<file path="config.mk">
export PLATFORM = sky130hd
export DESIGN_NAME = rr_gate_arbiter_flat
export DESIGN_NICKNAME = d
export VERILOG_FILES = /design/src/rtl/rr_gate_arbiter_if.sv /design/src/rtl/rr_gate_arbiter.sv /design/src/flat_wrapper.sv
export SDC_FILE = /design/constraint.sdc
export NUM_CORES = 1
export LEC_CHECK = 0
export BUFFER_PORTS_ARGS = -buffer_cell sky130_fd_sc_hd__buf_2
export CORE_MARGIN = 5
export CORE_UTILIZATION = 50
export DETAILED_ROUTE_END_ITERATION = 7
export GPL_TIMING_DRIVEN = 0
export MAX_ROUTING_LAYER = met4
export PLACE_DENSITY = 0.73
export SLEW_MARGIN = 30
export SYNTH_ARGS = -nofsm -noshare
export SYNTH_HDL_FRONTEND = slang
export SYNTH_SLANG_ARGS = --single-unit
</file>
<file path="constraint.sdc">
create_clock -name CK -period 3.8 [get_ports CK]
set_input_delay 0.76 -clock CK [delete_from_list [all_inputs] [get_ports CK]]
set_output_delay 0.76 -clock CK [all_outputs]
set_load 0.05 [all_outputs]
</file>
<file path="src/rtl/rr_gate_arbiter_if.sv">
// Request/grant bundle between the cell-test sequencers and the shared
// evaluation slot arbiter.
interface rr_gate_arbiter_if #(
    parameter int unsigned N_REQ = 4
) ();
    logic [N_REQ-1:0] REQ;
    logic             DONE;
    logic [N_REQ-1:0] GNT;
    logic [2:0]       GID;
    logic             BUSY;
    logic             TMO;

    modport master (
        output REQ, DONE,
        input  GNT, GID, BUSY, TMO
    );

    modport slave (
        input  REQ, DONE,
        output GNT, GID, BUSY, TMO
    );
endinterface

</file>
<file path="src/rtl/rr_gate_arbiter.sv">
// Round-robin arbiter for one timed primitive-cell test slot; registered one-hot
// grant held until DONE, request drop, or hold timeout.
module rr_gate_arbiter #(
    parameter int unsigned N_REQ    = 4,
    parameter int unsigned MAX_HOLD = 16
) (
    input  logic              CK,
    input  logic              CD,
    rr_gate_arbiter_if.slave  bus
);
    typedef enum logic [1:0] {IDLE, OWN, GAP} state_t;

    localparam logic [2:0] LAST_IDX   = 3'(N_REQ - 1);
    localparam bit         TIMEOUT_EN = (MAX_HOLD != 0);
    localparam logic [7:0] HOLD_LAST  = TIMEOUT_EN ? 8'(MAX_HOLD - 1) : 8'd0;

    state_t           state;
    logic [N_REQ-1:0] gnt;
    logic [2:0]       gid;
    logic [2:0]       ptr;
    logic [7:0]       cnt;
    logic             busy;
    logic             tmo;

    logic             pick_valid;
    logic [2:0]       pick_idx;
    logic [2:0]       cand;
    logic [N_REQ-1:0] pick_oh;
    logic             owner_req;

    // Scan requesters starting at ptr, wrapping at N_REQ.
    always_comb begin
        pick_valid = 1'b0;
        pick_idx   = '0;
        cand       = ptr;
        for (int unsigned s = 0; s < N_REQ; s++) begin
            for (int unsigned j = 0; j < N_REQ; j++) begin
                if (!pick_valid && cand == 3'(j) && bus.REQ[j]) begin
                    pick_valid = 1'b1;
                    pick_idx   = 3'(j);
                end
            end
            cand = (cand == LAST_IDX) ? 3'd0 : cand + 3'd1;
        end
    end

    always_comb begin
        pick_oh = '0;
        for (int unsigned j = 0; j < N_REQ; j++) begin
            pick_oh[j] = (pick_idx == 3'(j));
        end
    end

    assign owner_req = |(bus.REQ & gnt);

    always_ff @(posedge CK) begin
        if (CD) begin
            state <= IDLE;
            gnt   <= '0;
            gid   <= '0;
            ptr   <= '0;
            cnt   <= '0;
            busy  <= 1'b0;
            tmo   <= 1'b0;
        end else begin
            case (state)
                // The edge that closes GAP arbitrates like IDLE so grants are
                // separated by exactly one empty cycle.
                IDLE, GAP: begin
                    tmo <= 1'b0;
                    if (pick_valid) begin
                        gnt   <= pick_oh;
                        gid   <= pick_idx;
                        busy  <= 1'b1;
                        cnt   <= '0;
                        state <= OWN;
                    end else begin
                        state <= IDLE;
                    end
                end
                OWN: begin
                    if (bus.DONE || !owner_req || (TIMEOUT_EN && cnt == HOLD_LAST)) begin
                        gnt   <= '0;
                        busy  <= 1'b0;
                        ptr   <= (gid == LAST_IDX) ? 3'd0 : gid + 3'd1;
                        tmo   <= !bus.DONE && owner_req;
                        state <= GAP;
                    end else if (cnt != 8'hFF) begin
                        cnt <= cnt + 8'd1;
                    end
                end
                default: state <= IDLE;
            endcase
        end
    end

    assign bus.GNT  = gnt;
    assign bus.GID  = gid;
    assign bus.BUSY = busy;
    assign bus.TMO  = tmo;
endmodule

</file>
<file path="src/flat_wrapper.sv">
// flat-port wrapper written by rule: the top's interface ports become plain ports
module rr_gate_arbiter_flat 
#(
    parameter int unsigned N_REQ    = 4,
    parameter int unsigned MAX_HOLD = 16
)
  (CK, CD, bus_REQ, bus_DONE, bus_GNT, bus_GID, bus_BUSY, bus_TMO);
  rr_gate_arbiter_if #(.N_REQ(N_REQ)) bus_i ();
  input  logic CK;
  input  logic CD;
  input wire logic [$bits(bus_i.REQ)-1:0] bus_REQ;
  input wire logic [$bits(bus_i.DONE)-1:0] bus_DONE;
  output wire logic [$bits(bus_i.GNT)-1:0] bus_GNT;
  output wire logic [$bits(bus_i.GID)-1:0] bus_GID;
  output wire logic [$bits(bus_i.BUSY)-1:0] bus_BUSY;
  output wire logic [$bits(bus_i.TMO)-1:0] bus_TMO;
  assign bus_i.REQ = bus_REQ;
  assign bus_i.DONE = bus_DONE;
  assign bus_GNT = bus_i.GNT;
  assign bus_GID = bus_i.GID;
  assign bus_BUSY = bus_i.BUSY;
  assign bus_TMO = bus_i.TMO;
  rr_gate_arbiter #(.N_REQ(N_REQ), .MAX_HOLD(MAX_HOLD)) u_core (.CK(CK), .CD(CD), .bus(bus_i));
endmodule
</file>
# ---- Word-level counts from Yosys, hierarchy flattened
# Cells that the tools add are included.
dict set report totals {
  elab_cells 152
  ff_bits 22
  inputBits 7
  out_inout_bits 9
}
dict set report op_classes {
  n_reduce_logical 65
  muxes 50
  n_eq_ne 24
  n_addsub 5
  bitwise_logic 1
}
# operator count
set ops {}
lappend ops {{logical AND 1 bit} 32}
lappend ops {{two-way mux 2 bit} 15}
lappend ops {{== test 3 x 2 -> 1 bit (second input constant)} 9}
lappend ops {{two-way mux 8 bit} 3}
lappend ops {{two-way mux 1 bit} 21}
lappend ops {{logical NOT 1 bit} 17}
lappend ops {{one-hot mux 8 bit (2 select lines)} 1}
lappend ops {{logical NOT 3 bit} 5}
lappend ops {{adder 3 x 1 -> 3 bit (second input constant)} 4}
lappend ops {{== test 3 x 1 -> 1 bit (second input constant)} 4}
lappend ops {{two-way mux 3 bit} 4}
lappend ops {{adder 8 x 1 -> 8 bit (second input constant)} 1}
lappend ops {{== test 8 x 4 -> 1 bit (second input constant)} 1}
lappend ops {{two-way mux 4 bit} 2}
lappend ops {{inequality test 8 bit (second input constant)} 1}
lappend ops {{one-hot mux 4 bit (2 select lines)} 1}
lappend ops {{== test 2 bit (second input constant)} 3}
lappend ops {{inequality test 2 x 1 -> 1 bit (second input constant)} 3}
lappend ops {{AND reduction 2 bit} 3}
lappend ops {{AND 4 bit} 1}
lappend ops {{== test 2 x 1 -> 1 bit (second input constant)} 2}
lappend ops {{one-hot mux 1 bit (2 select lines)} 2}
lappend ops {{one-hot mux 2 bit (2 select lines)} 1}
lappend ops {{AND reduction 4 bit} 1}
lappend ops {{other kinds (7)} 8}

# ---- Depth between registers and ports, before layout
dict set report logic_depth {
  word_depth 66
  mapped_depth 8
  ltp_nobuf 7
}

# ---- Worst setup path before layout
# No wires, ideal clock.
dict set report synth_path {
  kind {input to register}
  from {input bus_REQ[3]}
  to {register u_core.cnt[5]}
  slack_ns 1.643
  setup_time_ns 0.071
  path_stages 6
  t_required_ns 3.729
  t_arrival_ns 2.086
  path_buffers 1
  path_cell_list {buf_2 a22oi_1 a21oi_4 o2111ai_2 or4_2 a21oi_1}
}
dict set report synth_between {
  elab_chain_cells 52
  word_cells_on_any_way 58
  cone_classes {2 x eq/ne; 13 x mux; 1 x bitwise; 42 x reduce/logical}
}
# element line_no
set synth_rtl {}
lappend synth_rtl {{from (decl)} flat_wrapper.sv:11} ;# input wire logic [$bits(bus_i.REQ)-1:0] bus_REQ;
lappend synth_rtl {{logical AND 1 bit} rr_gate_arbiter.sv:38} ;# if (!pick_valid && cand == 3'(j) && bus.REQ[j]) begin
lappend synth_rtl {{two-way mux 1 bit} rr_gate_arbiter.sv:38}
lappend synth_rtl {{logical NOT 1 bit} rr_gate_arbiter.sv:38}
lappend synth_rtl {{logical AND 1 bit (2 in series)} rr_gate_arbiter.sv:38}
lappend synth_rtl {{two-way mux 1 bit} rr_gate_arbiter.sv:38}
lappend synth_rtl {{logical NOT 1 bit} rr_gate_arbiter.sv:38}
lappend synth_rtl {{logical AND 1 bit (2 in series)} rr_gate_arbiter.sv:38}
lappend synth_rtl {{two-way mux 1 bit} rr_gate_arbiter.sv:38}
lappend synth_rtl {{[32 not listed]} --}
lappend synth_rtl {{logical NOT 1 bit} rr_gate_arbiter.sv:38}
lappend synth_rtl {{logical AND 1 bit (2 in series)} rr_gate_arbiter.sv:38}
lappend synth_rtl {{two-way mux 1 bit} rr_gate_arbiter.sv:38}
lappend synth_rtl {{logical NOT 1 bit} rr_gate_arbiter.sv:38}
lappend synth_rtl {{logical AND 1 bit (2 in series)} rr_gate_arbiter.sv:38}
lappend synth_rtl {{two-way mux 1 bit} rr_gate_arbiter.sv:38}
lappend synth_rtl {{inequality test 2 x 1 -> 1 bit (no source line)} --}
lappend synth_rtl {{AND reduction 4 bit (no source line) (*)} --}
lappend synth_rtl {{to (signal assigned)} rr_gate_arbiter.sv:89} ;# cnt <= cnt + 8'd1;
lappend synth_rtl {{to (decl)} rr_gate_arbiter.sv:21} ;# logic [7:0] cnt;
# Mark *: on every way between the ends. The rest lies on a longest branch, timed or not.
# A chain may end at the register's enable or synchronous reset.

# ---- Worst setup path after layout
dict set report layout_path {
  from {register u_core.ptr[0]}
  to {register u_core.cnt[2]}
}
dict set report layout_between {
  elab_chain_cells 65
  word_cells_on_any_way 86
  cone_classes {3 x add/sub; 13 x eq/ne; 19 x mux; 51 x reduce/logical}
}
# element line_no
set layout_rtl {}
lappend layout_rtl {{from (decl)} rr_gate_arbiter.sv:20} ;# logic [2:0] ptr;
lappend layout_rtl {{from (signal assigned)} rr_gate_arbiter.sv:85} ;# ptr <= (gid == LAST_IDX) ? 3'd0 : gid + 3'd1;
lappend layout_rtl {{logical NOT 3 bit} rr_gate_arbiter.sv:38}
lappend layout_rtl {{logical AND 1 bit} rr_gate_arbiter.sv:38}
lappend layout_rtl {{two-way mux 1 bit} rr_gate_arbiter.sv:38}
lappend layout_rtl {{logical NOT 1 bit} rr_gate_arbiter.sv:38}
lappend layout_rtl {{logical AND 1 bit (2 in series)} rr_gate_arbiter.sv:38}
lappend layout_rtl {{two-way mux 1 bit} rr_gate_arbiter.sv:38}
lappend layout_rtl {{logical NOT 1 bit} rr_gate_arbiter.sv:38}
lappend layout_rtl {{logical AND 1 bit (2 in series)} rr_gate_arbiter.sv:38}
lappend layout_rtl {{[45 not listed]} --}
lappend layout_rtl {{logical NOT 1 bit} rr_gate_arbiter.sv:38}
lappend layout_rtl {{logical AND 1 bit (2 in series)} rr_gate_arbiter.sv:38}
lappend layout_rtl {{two-way mux 1 bit} rr_gate_arbiter.sv:38}
lappend layout_rtl {{logical NOT 1 bit} rr_gate_arbiter.sv:38}
lappend layout_rtl {{logical AND 1 bit (2 in series)} rr_gate_arbiter.sv:38}
lappend layout_rtl {{two-way mux 1 bit (*)} rr_gate_arbiter.sv:38}
lappend layout_rtl {{inequality test 2 x 1 -> 1 bit (no source line) (*)} --}
lappend layout_rtl {{AND reduction 4 bit (no source line) (*)} --}
# Marks and branches as above.

==> reports/qor.csv <==
metric,value,unit
yosysTopAreaCell,dfxtp_1,
synth_seq_cells,20,
cts_buffer_depth,2,
path_class,register to register,
hold_class,register to register,
syn_to_final_growth,10.9,%
cp_cell_sequence,"inv_1, ha_1, buf_2, o21ai_0, nand4_1, o31ai_4, nand2_1, nor3_1",
drt_iter0_markers,62,
nets,177,
async_reset_ff_frac,0,
grt_max_degree,12,
cts_root_buffer,clkbuf_4,
final_util,0.594,
synth_top_area_frac,0.332,
numCtsBuffers,3,
die_w,59.1,um
syn-num-nets,160,
yosysWarningCount,0,
slowest_stage,dfxtp_1,
fill_cells,230,
diodes,0,
fin_ws,1.51,ns
pre_cts_ws,1.40,ns
via_count,1179,
gp_congestion,0.834,
hold_buffers,0,
clock_latency,0.29,ns
critPathArrivalTime,2.52,ns
worst_pin_slew,0.680,ns
std_cell_rows,17,
yosys.cell_count.top_type,dfxtp_1,
synthTopCellsByCount,"20 x dfxtp_1, 14 x nand2_1, 14 x nor2_1, 13 x o21ai_0, 8 x a21oi_1",
io_pins,16,
dieArea,3500,sq um
setup_viol,0,
core-area,2250,sq um
drt_drc_violations_left,0,
hold_viol,0,
dieHeight,59.1,um
cts.clk_slew.worst_paths,0.12,ns
ir_worst_vdd,424,uV
status,finished clean,
max_clock_freq,0.436,GHz
end_kind,register,
grt.total_usage,0.170,
post_cts_buffers,0,
multi_input_comb_area,751,sq um
ys_types,44,
finalClockSkew,0.00152,ns
rsz0062_at_grt,no,
critPathTopFamily,simple AND/OR/NAND/NOR gates,
ys_seq_area_frac,0.332,
maxSlewHeadroom,0.543,
setup_tns,0,ns
grt_pass1_vias,1054,
seq_area,400,sq um
synth-main-ff-cell,dfxtp_1,
crit_buf_inv,2,
initial_core_util,0.536,
antenna_found_initial,0,
worstPathRequired,4.03,ns
place_hpwl,2100,um
cap_violations,0,
wire_per_inst,14.3,um
drive_gt1_frac,0.167,
syn_inst,146,
max_stage_delay,0.44,ns
cts_tree,yes,
finalCritPeriodShare,0.603,
fin_hold_ws,0.497,ns
postCtsResizedCells,0,
grt_overflow,0,
slew_viol_final,0,
routed_wirelength,2720,um
drtAntennaViolNets,0,
htreeDepth,1,
synthTopCellsByArea,"dfxtp_1 33%, ha_1 7.3%, o21ai_0 5.4%",
syn_avg_cell_area,8.27,sq um
drt_pass1_iterations,4,
p_leak,0.503,nW
synth_edf_count,0,
clock-sinks,20,
power_density,554,nW/um^2
viasPerCell,6.21,
grt_pass1_wl,4530,um
crit_fanout,9,
port-buffer-count,12,
start_kind,register,
netlist_area,1210,sq um
fin_crit,2.29,ns
[routing by layer]
layer / GRT usage / up-vias / wire, um
li1: - / 582 / -
met1: 0.229 / 537 / 1330
met2: 0.248 / 58 / 1120
met3: 0.0436 / 2 / 247
met4: 0.0518 / 0 / 19
met5: - / - / 0
[path summary, 6_finish.rpt]
path                                              startpoint                             end  slack, ns  cells past startpoint
worst min-delay path            u_core.state[0]$_SDFFE_PP0N_  u_core.bus.GNT[1]$_SDFFE_PP0P_       0.50                      1
worst min register to register  u_core.state[0]$_SDFFE_PP0N_  u_core.bus.GNT[1]$_SDFFE_PP0P_       0.50                      1
worst max-delay path              u_core.ptr[0]$_SDFFE_PP0P_      u_core.cnt[2]$_SDFFE_PP0P_       1.51                      8
worst max register to register    u_core.ptr[0]$_SDFFE_PP0P_      u_core.cnt[2]$_SDFFE_PP0P_       1.51                      8
[worst register-to-register path: cells and delay by family, from the launching register on]
kind / cells / cell delay [ns]
buf+inv: 2 / 0.25
fa+ha+maj: 1 / 0.19
simple gates: 3 / 0.73
flops: 1 / 0.44
compound gates: 2 / 0.61
[through the flow]
stage / std cells / cell area [sq um] / power [mW]
floorplan: 146 / 1210 / 0.540
global placement: 186 / 1300 / 0.604
finish: 190 / 1340 / 0.742
global route: 190 / 1340 / 0.789
detailed placement: 186 / 1300 / 0.614
CTS: 190 / 1340 / 0.738
[cell type report]
| cell class | count | share of cell area |
|---|---|---|
| Multi-Input combinational cell | 115 | 0.561 |
| Clock buffer | 4 | 0.0271 |
| Buffer | 6 | 0.0280 |
| Timing Repair Buffer | 12 | 0.0449 |
| Tap cell | 28 | 0.0262 |
| Sequential cell | 20 | 0.299 |
| Inverter | 5 | 0.0140 |
[cell families after synthesis]
family / Yosys count / synth area share
DFF: 20 / 0.332
buffers and inverters: 11 / 0.0466
and+or+nand+nor: 55 / 0.224
other: 1 / 0.00311
AOI/OAI and AO/OA: 48 / 0.290
xor gates and xnor gates: 1 / 0.00726
muxes: 3 / 0.0249
adders and majority gates: 7 / 0.0725
[report_power, final]
part           internal (mW)  leakage [nW]  switching [mW]
clock                 0.0583        0.0210          0.0671
combinational          0.107         0.319           0.242
sequential             0.240         0.163          0.0270
total                  0.405         0.503           0.336
[flip-flops by register name, summed over array words and instances (netlist names)]
register         flops
u_core.cnt           8
u_core.ptr           2
u_core.bus.GNT       4
u_core.bus.TMO       1
u_core.bus.BUSY      1
u_core.state         2
u_core.bus.GID       2
[cell usage in the layout, fill, tap and decap left out, drive strengths merged, types with 2 or more instances in the layout]
master	instances
ha	7
a211oi	3
nor2	14
and2	2
a32o	2
buf	17
nand3	7
mux2i	3
inv	5
a22oi	2
nand4	6
o21ai	13
or4	2
nor3	5
o31ai	5
a21oi	9
dfxtp	20
nand2	14
clkbuf	5
or3	2
a31oi	2
No activity file was read; power rests on OpenSTA's default activity.
